**config.mk**
```make
export PLATFORM = sky130hd
export DESIGN_NAME = button_event_decoder
export DESIGN_NICKNAME = d
export VERILOG_FILES = /design/src/rtl/btn_evt_pkg.sv /design/src/rtl/button_event_decoder.sv
export SDC_FILE = /design/constraint.sdc
export NUM_CORES = 1
export LEC_CHECK = 0
export CORE_AREA = 3 3 62 64
export CTS_CLUSTER_DIAMETER = 200
export DETAILED_ROUTE_END_ITERATION = 8
export DIE_AREA = 0 0 65 67
export HOLD_SLACK_MARGIN = 0.15
export PLACE_DENSITY = 0.77
export SLEW_MARGIN = 20
export SYNTH_ARGS = -nofsm -noshare
export SYNTH_HDL_FRONTEND = slang
export SYNTH_SLANG_ARGS = --single-unit
```
**constraint.sdc**
```tcl
create_clock -name clk -period 3.65 [get_ports clk]
set_input_delay 0.365 -clock clk [delete_from_list [all_inputs] [get_ports clk]]
set_output_delay 0.365 -clock clk [all_outputs]
set_load 0.1 [all_outputs]
```
**src/rtl/btn_evt_pkg.sv**
```systemverilog
// Shared definitions for the push-button event decoder: FSM state
// encoding, default timing constants at the board clock and the event
// counter width.
package btn_evt_pkg;

  typedef enum logic [2:0] {
    IDLE,
    PRESS1,
    WAIT2,
    PRESS2,
    HOLD
  } btn_state_t;

  // One second of hold at the 50 MHz board clock counts as a long press.
  localparam int DEF_LONG_CYCLES   = 50_000_000;
  // A quarter second after release is allowed for the second click.
  localparam int DEF_DCLICK_CYCLES = 12_500_000;

  localparam int EVT_CNT_W = 8;

  function automatic int max_int(input int a, input int b);
    return (a > b) ? a : b;
  endfunction

endpackage

```
**src/rtl/button_event_decoder.sv**
```systemverilog
// Turns the debounced button level into single, double and long press
// events, each a one-cycle registered pulse. busy flags an in-progress
// sequence. Optional event counter enabled by defining BTN_EVT_COUNT_EN;
// without it evt_count is tied to zero.
module button_event_decoder
  import btn_evt_pkg::*;
#(
  parameter int LONG_CYCLES   = DEF_LONG_CYCLES,
  parameter int DCLICK_CYCLES = DEF_DCLICK_CYCLES
) (
  input  logic                 clk,
  input  logic                 rst,
  input  logic                 btn,
  output logic                 single_press,
  output logic                 double_press,
  output logic                 long_press,
  output logic                 busy,
  output logic [EVT_CNT_W-1:0] evt_count
);

  // Timer width is derived from the longer of the two intervals so both
  // terminal counts fit; it is not meant to be overridden.
  localparam int TMR_W = $clog2(max_int(LONG_CYCLES, DCLICK_CYCLES)) + 1;

  localparam logic [TMR_W-1:0] LONG_LAST   = TMR_W'(LONG_CYCLES - 1);
  localparam logic [TMR_W-1:0] DCLICK_LAST = TMR_W'(DCLICK_CYCLES - 1);

  btn_state_t       state;
  logic [TMR_W-1:0] timer;
  logic             btn_q;

  // Single FSM: registers the button once, runs the state timer and
  // produces all event pulses and busy as registered outputs.
  always_ff @(posedge clk) begin
    if (rst) begin
      state        <= IDLE;
      timer        <= '0;
      btn_q        <= 1'b0;
      single_press <= 1'b0;
      double_press <= 1'b0;
      long_press   <= 1'b0;
      busy         <= 1'b0;
    end else begin
      btn_q        <= btn;
      single_press <= 1'b0;
      double_press <= 1'b0;
      long_press   <= 1'b0;
      timer        <= timer + 1'b1;

      case (state)
        IDLE: begin
          if (btn_q) begin
            state <= PRESS1;
            timer <= '0;
            busy  <= 1'b1;
          end
        end

        PRESS1: begin
          if (!btn_q) begin
            state <= WAIT2;
            timer <= '0;
          end else if (timer == LONG_LAST) begin
            state      <= HOLD;
            timer      <= '0;
            long_press <= 1'b1;
          end
        end

        WAIT2: begin
          if (btn_q) begin
            state <= PRESS2;
            timer <= '0;
          end else if (timer == DCLICK_LAST) begin
            state        <= IDLE;
            timer        <= '0;
            single_press <= 1'b1;
            busy         <= 1'b0;
          end
        end

        PRESS2: begin
          if (!btn_q) begin
            state        <= IDLE;
            timer        <= '0;
            double_press <= 1'b1;
            busy         <= 1'b0;
          end else if (timer == LONG_LAST) begin
            state      <= HOLD;
            timer      <= '0;
            long_press <= 1'b1;
          end
        end

        HOLD: begin
          if (!btn_q) begin
            state <= IDLE;
            timer <= '0;
            busy  <= 1'b0;
          end
        end

        default: begin
          state <= IDLE;
          timer <= '0;
          busy  <= 1'b0;
        end
      endcase
    end
  end

`ifdef BTN_EVT_COUNT_EN
  logic                 evt_fire;
  logic [EVT_CNT_W-1:0] evt_cnt;

  // Flags the edge on which the FSM is about to emit any event, so the
  // count changes in the same cycle the pulse becomes visible.
  always_comb begin
    evt_fire = 1'b0;
    case (state)
      PRESS1:  evt_fire = btn_q && (timer == LONG_LAST);
      WAIT2:   evt_fire = !btn_q && (timer == DCLICK_LAST);
      PRESS2:  evt_fire = !btn_q || (timer == LONG_LAST);
      default: evt_fire = 1'b0;
    endcase
  end

  // Free-running event counter; wraps naturally, cleared only by reset.
  always_ff @(posedge clk) begin
    if (rst) begin
      evt_cnt <= '0;
    end else if (evt_fire) begin
      evt_cnt <= evt_cnt + 1'b1;
    end
  end

  assign evt_count = evt_cnt;
`else
  assign evt_count = '0;
`endif

endmodule

```
==> impl_metrics.py <==
metrics = {
    "run_status": {
        "run_status": "complete, no violations",
    },
    "route": {
        "viasPerCell": 5.28,
        "remaining_drc_errors": 0,
        "detail_route.iter0.violations": 53,
        "post_drt_wl_per_cell_microns": 11.8,
        "totalWireLength_microns": 2990,
        "dr_total_vias": 1340,
        "detail_route.first_pass.iterations": 4,
        "antenna_violating_nets_post_route": 0,
    },
    "setup_path": {
        "worst_ep_arrival_time_ns": 2.50,
        "timing.setup.critical_path_class": "register to register",
        "worst_ep_required_time_ns": 3.87,
        "critical_path.max_fanout": 27,
        "setup.worst_path.start_class": "register",
        "regToRegSetupSlack_ns": 1.37,
        "timing.critical_path.to_type": "register",
    },
    "yosys": {
        "netlist.area_leader.share_pct": 41.7,
        "postSynthRegisterBits": 35,
        "syn-cell-area_sq_um": 1680,
        "synth.area.top_cells": "sky130_fd_sc_hd__dfxtp_1 42%, sky130_fd_sc_hd__xor2_1 8.3%, sky130_fd_sc_hd__nor2_1 7.8%, sky130_fd_sc_hd__nand4_1 5.2%, sky130_fd_sc_hd__buf_4 3.6%",
        "synth_edf_count": 0,
        "ys_seq_area_share_pct": 41.7,
        "async_flop_share_pct": 0,
        "synthFlopType": "sky130_fd_sc_hd__dfxtp_1",
        "yosysWarnings": 0,
        "post_synth_inst_count": 197,
        "synth.lib_cells_used.distinct": 34,
        "synth_largest_area_cell": "sky130_fd_sc_hd__dfxtp_1",
        "syn_area_per_cell_sq_um": 8.54,
    },
    "job": {
        "maxCapViolations": 0,
    },
    "die": {
        "initial_utilization_pct": 50.4,
        "die_width_microns": 65,
        "design.core.area_sq_um": 3340,
        "die_y_microns": 67,
        "io_pins": 15,
        "placement_rows": 21,
        "dieArea_sq_um": 4360,
    },
    "timing": {
        "setup_repair_after_global_routing_missed_its_margin": "no",
        "timing.hold.ws_ns": 0.482,
        "slew_limit_fails": 0,
        "fin_worst_skew_ns": 0.00856,
        "totalNegativeSetupSlack_ns": 0,
        "setup_violations": 0,
        "min_period_ns": 2.28,
        "max_freq_ghz": 0.439,
        "max_slew_margin_pct": 35.8,
        "timing.final.hold_violations": 0,
        "worst_pin_slew_ns": 0.960,
        "post-route-period-util_pct": 62.4,
    },
    "clock_tree": {
        "clk_transition_reported_paths_ns": 0.10,
        "clockBufferDepth": 2,
        "ctsResizeCount": 0,
        "numCtsBuffers": 5,
        "clkLatencyLatePin_ns": 0.33,
        "post_cts_buffers": 0,
        "root_buffer": "sky130_fd_sc_hd__clkbuf_4",
        "cts.htree.levels": 2,
        "post_cts_hold_buffer_count": 0,
        "clock_tree_from_tritoncts": "built",
        "number_of_clock_sinks": 35,
    },
    "power": {
        "power.density_cell_area_nw_per_um2": 379,
        "power_w": 0.000682,
        "power.leakage_nw": 0.601,
        "max_rail_drop_vdd_mv": 0.240,
    },
    "global_routing": {
        "grt.overflow.total": 0,
        "grt_start_max_net_pins": 28,
        "first_global_vias": 1224,
        "grt_pass1_wl_microns": 5480,
        "track_usage_pct": 16.0,
        "antenna_found_initial": 0,
    },
    "placed_design": {
        "placement.io_buffers": 6,
        "gp_congestion": 0.784,
        "place_hpwl_microns": 2130,
        "placed_area_sq_um": 1750,
    },
    "min_path": {
        "timing.hold.worst.class": "register to register",
    },
    "layout": {
        "synthToLayoutAreaGrowth_pct": 7.07,
        "antenna-diode-count": 0,
        "finalInstanceArea_sq_um": 1800,
        "num-nets-final": 211,
        "final_core_utilization_pct": 54.0,
        "final_layout_size_suffix_gt1_share_pct": 5.77,
    },
}
[synth_stat cells (3+ instances only)]
library cell / number
sky130_fd_sc_hd__nand4_1: 14
sky130_fd_sc_hd__buf_4: 8
sky130_fd_sc_hd__o21ai_0: 6
sky130_fd_sc_hd__nor2_1: 35
sky130_fd_sc_hd__nand2_1: 14
sky130_fd_sc_hd__nor2b_1: 4
sky130_fd_sc_hd__xnor2_1: 6
sky130_fd_sc_hd__a21oi_1: 6
sky130_fd_sc_hd__dfxtp_1: 35
sky130_fd_sc_hd__or3_1: 4
sky130_fd_sc_hd__inv_1: 5
sky130_fd_sc_hd__nand3_1: 11
sky130_fd_sc_hd__and3_1: 3
sky130_fd_sc_hd__xor2_1: 16
sky130_fd_sc_hd__nor3_1: 7
[worst max-delay path, stage by stage (launching register included)]
cell and delay (ns):
sky130_fd_sc_hd__dfxtp_1 0.39, sky130_fd_sc_hd__ha_1 0.25, sky130_fd_sc_hd__nand4_1 0.25, sky130_fd_sc_hd__nor4_4 0.43, sky130_fd_sc_hd__a21oi_2 0.13, sky130_fd_sc_hd__a311oi_4 0.29
sky130_fd_sc_hd__buf_4 0.32, sky130_fd_sc_hd__nor2_1 0.08
[cell type report]
type,instances,area (sq um)
Inverter,5,18.8
Tap cell,46,57.6
Clock inverter,1,5.00
Timing Repair Buffer,8,75.1
Clock buffer,7,45.0
Multi-Input combinational cell,152,898
Fill cell,322,1540
Sequential cell,35,701
[sequential cells by signal (all words and copies together), names as in the netlist]
signal	cells
busy	1
double_press	1
long_press	1
state	3
btn_q	1
single_press	1
timer	27
[logic make-up (layout without fill, tap and decap cells)]
logic type      Yosys count  in the layout  share of synthesized area [%]
other cells               1              8                          0.223
flops                    35             35                           41.7
fa+ha+maj                 1              1                          0.744
compound gates           18             18                           7.66
xor+xnor                 22             22                           11.5
buf+inv                  17             21                           6.47
simple gates            103            103                           31.8
[cells in the final DEF (no fill, tap or decap), types with 2 or more instances in the layout]
cell type                         synthesis  routed
sky130_fd_sc_hd__clkdlybuf4s50_1          0       6
sky130_fd_sc_hd__xnor2_1                  6       6
sky130_fd_sc_hd__nor2b_1                  4       4
sky130_fd_sc_hd__and3_1                   3       3
sky130_fd_sc_hd__or4b_1                   2       2
sky130_fd_sc_hd__dfxtp_1                 35      35
sky130_fd_sc_hd__buf_4                    8       2
sky130_fd_sc_hd__nor4_1                   2       2
sky130_fd_sc_hd__conb_1                   1       8
sky130_fd_sc_hd__inv_1                    5       5
sky130_fd_sc_hd__nor2_1                  35      35
sky130_fd_sc_hd__nand2_1                 14      14
sky130_fd_sc_hd__nand4_1                 14      14
sky130_fd_sc_hd__nand3_1                 11      11
sky130_fd_sc_hd__or3_1                    4       4
sky130_fd_sc_hd__clkbuf_1                 2       2
sky130_fd_sc_hd__clkbuf_4                 0       5
sky130_fd_sc_hd__a21oi_1                  6       6
sky130_fd_sc_hd__o21ai_0                  6       6
sky130_fd_sc_hd__nor3_1                   7       7
sky130_fd_sc_hd__xor2_1                  16      16
[final timing paths]
kind	from	to	depth (start not counted)
worst max-delay path	timer[0]	timer[19]	7
worst min-delay path	timer[0]	timer[0]	1
worst max register to register	timer[0]	timer[19]	7
worst min register to register	timer[0]	timer[0]	1
[through the flow]
| stage | instances | worst slack (ns) |
|---|---|---|
| global route | 254 | 1.11 |
| floorplan | 204 | 1.54 |
| detailed placement | 246 | 1.37 |
| finish | 254 | 1.37 |
| global placement | 246 | 1.42 |
| CTS | 254 | 1.34 |
[metal layers]
metal	part of all wire (%)	routed length, microns	vias up	GRT usage (%)
met3	4.7	142	4	4.55
met1	50	1490	622	21.3
met2	44	1330	25	24.6
met5	0	0	-	0
met4	0.84	25	0	5.54
li1	-	-	689	-
[power breakdown]
group | leakage, nW | internal [W] | total, W | switching (W)
Combinational | 0.289 | 0.0000184 | 0.0000900 | 0.0000716
Sequential | 0.283 | 0.000388 | 0.000396 | 0.00000777
Clock | 0.0293 | 0.0000750 | 0.000196 | 0.000121
Total | 0.601 | 0.000481 | 0.000682 | 0.000200
(Power assumes the default switching activity.)
